File: src/rtl/control.sv
// Main decode unit for the MIPS subset: opcode/funct in, registered datapath
// control strobes and ALU operation code out (one cycle of latency).
module control (
  input  logic       clk,
  input  logic       rst_n,
  input  logic [5:0] opcode,
  input  logic [5:0] funct,
  output logic       ALUSrc,
  output logic       RegDst,
  output logic       MemWrite,
  output logic       MemRead,
  output logic       Beq,
  output logic       Bne,
  output logic       Jump,
  output logic       MemToReg,
  output logic       RegWrite,
  output logic [2:0] ALUControl
);

  localparam logic [5:0] OP_RTYPE = 6'b000000;
  localparam logic [5:0] OP_LW    = 6'b100011;
  localparam logic [5:0] OP_SW    = 6'b101011;
  localparam logic [5:0] OP_BEQ   = 6'b000100;
  localparam logic [5:0] OP_BNE   = 6'b000101;
  localparam logic [5:0] OP_J     = 6'b000010;

  localparam logic [5:0] FN_ADD = 6'b100000;
  localparam logic [5:0] FN_SUB = 6'b100010;
  localparam logic [5:0] FN_AND = 6'b100100;
  localparam logic [5:0] FN_OR  = 6'b100101;
  localparam logic [5:0] FN_SLT = 6'b101010;

  localparam logic [2:0] ALU_AND = 3'b000;
  localparam logic [2:0] ALU_OR  = 3'b001;
  localparam logic [2:0] ALU_ADD = 3'b010;
  localparam logic [2:0] ALU_SUB = 3'b110;
  localparam logic [2:0] ALU_SLT = 3'b111;

  logic       alusrc_s, regdst_s, memwrite_s, memread_s;
  logic       beq_s, bne_s, jump_s, memtoreg_s, regwrite_s;
  logic [2:0] aluctl_s;

  logic       alusrc_r, regdst_r, memwrite_r, memread_r;
  logic       beq_r, bne_r, jump_r, memtoreg_r, regwrite_r;
  logic [2:0] aluctl_r;

  // Combinational decode; unknown opcodes/functs fall back to a side-effect-free ADD.
  always_comb begin
    alusrc_s   = 1'b0;
    regdst_s   = 1'b0;
    memwrite_s = 1'b0;
    memread_s  = 1'b0;
    beq_s      = 1'b0;
    bne_s      = 1'b0;
    jump_s     = 1'b0;
    memtoreg_s = 1'b0;
    regwrite_s = 1'b0;
    aluctl_s   = ALU_ADD;
    case (opcode)
      OP_RTYPE: begin
        regdst_s   = 1'b1;
        regwrite_s = 1'b1;
        case (funct)
          FN_ADD:  aluctl_s = ALU_ADD;
          FN_SUB:  aluctl_s = ALU_SUB;
          FN_AND:  aluctl_s = ALU_AND;
          FN_OR:   aluctl_s = ALU_OR;
          FN_SLT:  aluctl_s = ALU_SLT;
          default: begin
            regdst_s   = 1'b0;
            regwrite_s = 1'b0;
            aluctl_s   = ALU_ADD;
          end
        endcase
      end
      OP_LW: begin
        alusrc_s   = 1'b1;
        memread_s  = 1'b1;
        memtoreg_s = 1'b1;
        regwrite_s = 1'b1;
      end
      OP_SW: begin
        alusrc_s   = 1'b1;
        memwrite_s = 1'b1;
      end
      OP_BEQ: begin
        beq_s    = 1'b1;
        aluctl_s = ALU_SUB;
      end
      OP_BNE: begin
        bne_s    = 1'b1;
        aluctl_s = ALU_SUB;
      end
      OP_J: begin
        jump_s = 1'b1;
      end
      default: begin
        aluctl_s = ALU_ADD;
      end
    endcase
  end

  // Output registers: capture the decode each edge, clear asynchronously on reset.
  always_ff @(posedge clk or negedge rst_n) begin
    if (!rst_n) begin
      alusrc_r   <= 1'b0;
      regdst_r   <= 1'b0;
      memwrite_r <= 1'b0;
      memread_r  <= 1'b0;
      beq_r      <= 1'b0;
      bne_r      <= 1'b0;
      jump_r     <= 1'b0;
      memtoreg_r <= 1'b0;
      regwrite_r <= 1'b0;
      aluctl_r   <= 3'b000;
    end else begin
      alusrc_r   <= alusrc_s;
      regdst_r   <= regdst_s;
      memwrite_r <= memwrite_s;
      memread_r  <= memread_s;
      beq_r      <= beq_s;
      bne_r      <= bne_s;
      jump_r     <= jump_s;
      memtoreg_r <= memtoreg_s;
      regwrite_r <= regwrite_s;
      aluctl_r   <= aluctl_s;
    end
  end

  assign ALUSrc     = alusrc_r;
  assign RegDst     = regdst_r;
  assign MemWrite   = memwrite_r;
  assign MemRead    = memread_r;
  assign Beq        = beq_r;
  assign Bne        = bne_r;
  assign Jump       = jump_r;
  assign MemToReg   = memtoreg_r;
  assign RegWrite   = regwrite_r;
  assign ALUControl = aluctl_r;

endmodule

File: config.mk
export PLATFORM = sky130hd
export DESIGN_NAME = control
export DESIGN_NICKNAME = d
export VERILOG_FILES = /design/src/rtl/control.sv
export SDC_FILE = /design/constraint.sdc
export NUM_CORES = 1
export LEC_CHECK = 0
export BUFFER_PORTS_ARGS = -buffer_cell sky130_fd_sc_hd__buf_2
export CELL_PAD_IN_SITES_DETAIL_PLACEMENT = 1
export CELL_PAD_IN_SITES_GLOBAL_PLACEMENT = 2
export CORE_ASPECT_RATIO = 0.8
export CORE_MARGIN = 8
export CORE_UTILIZATION = 22
export CTS_CLUSTER_SIZE = 10
export DETAILED_ROUTE_END_ITERATION = 16
export PLACE_DENSITY = 0.72
export SYNTH_ARGS = -nofsm -noshare
export SYNTH_HDL_FRONTEND = slang
export SYNTH_SLANG_ARGS = --single-unit
export TNS_END_PERCENT = 20
File: constraint.sdc
create_clock -name clk -period 0.8 [get_ports clk]
set_clock_uncertainty 0.1 [all_clocks]
set_input_delay 0.16 -clock clk [delete_from_list [all_inputs] [get_ports clk]]
set_output_delay 0.16 -clock clk [all_outputs]
set_load 0.005 [all_outputs]
==> results.md <==
* Status: finished, violations left
* Failing checks: setup timing
* Initial Util at 23.43%
* RSZ-0062 raised after global routing: true
* Drt total wl at 1190 microns
* Max VDD drop at 0.4786 mV
* Num CTS Buffers at 3
* Cells along the critical path: buf_2
* HPWL after DPL at just over 1000 microns
* Worst slew margin at 80.46%
* Post-synth ARST share at 100.0%
* Top delay family on crit path: flip-flops
* Final hold slack at 0.04430 ns
* Crit-path max FO at 2
* Clk slew on worst S/H paths at 0.07 ns
* Largest net degree at the start of global routing at 12
* Diode count at 0
* Area of the multi-input gates at 166.4 sq um
* Vias in the first global route at 419
* Port Buffers at 25
* ANT nets after route at 0
* Static leakage at 0.0003838 uW
* Max cap viols at 0
* Final worst slack at -0.2141 ns
* Min Clock Period, post-route at around 1.0 ns
* Final hold violations at 0
* Post-synthesis sequential area ratio at 62.68%
* Leading area contributor after synthesis: dfrtp_1
* PD cells at 1576 nW/um^2
* Met2 WL at between 500 and 600 microns
* Initial antenna violation count at 0
* Avg Cell Area, Syn at 11.56 sq um
* Layout cells sized above 1 at 50.00%
* First-pass GRT wire length at just under 2000 microns
* CTS Buffer Depth at 2
* Dominant synthesized flop cell: dfrtp_1
* Setup CP Type: reg -> out
* Nets at 85
* Total setup buffers inserted after CTS at 0
* Core Area at 1874 sq um
* Critical Path Max Stage Delay at 0.37 ns
* Gr usage total at under 10%
* DIE AREA at about 3700 sq um
* Worst Setup End Kind: primary output
* Metal3 WL at 159 microns
* CTS Sinks at 11
* Global route overflow at 0
* Die H at approximately 56 microns
* Ys Warns at 0
* Die X-Extent at approximately 66 microns
* Fillcell total at 220
* Placement row count at 14
* Synth cell types at 18
* Area added between synthesis and finish at 51.85%
* DR vias at 390
* Slowest stage cell, crit path: dfrtp_1
* Type of origin of the critical path: register
* Worst-margin pin slew at 0.2900 ns
* CP required at 0.54 ns
* Fmax at 986.1 MHz
* Crit path from: MemToReg
* Count leader, synth: dfrtp_1
* Routed len/inst at 12.66 microns
* Drt drc at 0
* Met1 WL at ~490 microns
* Seq. cell area at 275.3 sq um
* Vias/cell at ~4.1
* CTS tree: built
* Final worst path period share at 126.8%
* Placer Congestion at 0.7060
* Final setup fails at 12
* Ports at 26
* Drt pass-1 iters at 4
* Pins Over Slew Limit at 0
* Worst slack, placed at -0.2823 ns
* HP Start: funct[3]
* Most common library cells after synthesis: dfrtp_1 (11), nor2_1 (8), inv_1 (3)
* Post-Syn Area at 439.2 sq um
* Yosys reg bits at 11
* Syn Inst Count at 38
* Root buffer cell: clkbuf_4
* Crit path buf inv count at 1
* Yosys top cell area share at 62.68%
* Syn_nets at between 50 and 60
* Top cells by area, synth: dfrtp_1 (63%), nor2_1 (6.8%), nor3_2 (4.6%)
* HP Class: in -> reg
* Post-synth EDFFs at 0
* Tot Pwr at 1051 uW
* Resized Gates After CTS at 0
* Top Layer Used: met4
* WP data arrival at 0.75 ns
* Starting DRT DRC Count at 5
* H-Tree Depth at 1
-- area by class of cell --
cell class | count | area share [%]
sequential | 11 | 41.28
tap | 24 | 4.503
timing repair buffer | 29 | 23.64
clock buffer | 4 | 3.940
multi-input combinational | 23 | 24.95
inverter | 3 | 1.689
-- layout by cell type (no fill, tap or decap) --
cell type and instances:
dlygate4sd3_1 1, nor3_4 2, nand2b_1 1, clkbuf_1 1
buf_4 3, inv_1 3, nor3b_1 1, and2_2 1
dfrtp_1 11, clkbuf_4 3, a32oi_1 1, o21ai_0 1
nand3b_1 1, nand4_1 1, nand4b_4 1, mux2i_1 1
nand2_1 1, o21ai_1 1, nor2_1 8, buf_2 25
o22ai_1 1, and3_1 1
-- per-layer routing --
metal	vias to the layer above	track usage, %
met5	-	0
met4	0	4.559
met3	2	4.225
met2	20	9.722
met1	173	7.800
li1	195	-
-- sequential cells by signal, summed over array words and instances, names as in the netlist --
signal / cells
Beq: 1
Jump: 1
MemWrite: 1
MemToReg: 1
ALUControl: 3
RegDst: 1
Bne: 1
RegWrite: 1
ALUSrc: 1
-- what timing repair did --
action,in CTS,in global routing
setup endpoints to repair,12,14
pin swaps,0,1
hold endpoints to repair,11,0
hold buffers,1,0
-- where the power goes --
group          internal [uW]  switching, uW
sequential               560           1.07
clock                    192            172
combinational           57.5           67.0
total                    810            240
-- logic make-up (layout without fill, tap and decap cells) --
logic type      Yosys count  count (layout)  synth area share (%)
simple gates             18              18                 25.07
flops                    11              11                 62.68
compound gates            4               4                 5.697
buf+inv                   4              36                 4.274
mux                       1               1                 2.279
-- per-stage QoR --
| step | instances | setup TNS, ns | cell area, sq um | util [%] |
|---|---|---|---|---|
| after floorplan | 38 | -0.1264 | 460.4 | - |
| after global placement | 89 | -1.646 | 630.6 | 33.64 |
| after detailed placement | 89 | -1.881 | 630.6 | 33.64 |
| after CTS | 94 | -2.582 | 666.9 | 35.58 |
| after global routing | 94 | -2.922 | 666.9 | 35.58 |
| final | 94 | -2.398 | 666.9 | 35.58 |
-- tightest hold or removal path, cell delays in order --
cell and delay [ns]:
buf_2 0.10, nor3b_1 0.05, nand2b_1 0.06
-- worst paths after layout --
| path | to | slack (ns) | cells after the start |
|---|---|---|---|
| hold / removal | ALUControl[1] | 0.04 | 3 |
| min in group asynchronous | RegWrite | 0.19 | 2 |
| max in group asynchronous | Bne | 0.20 | 2 |
| setup / recovery | MemToReg | -0.21 | 1 |
(Power assumes the default switching activity.)
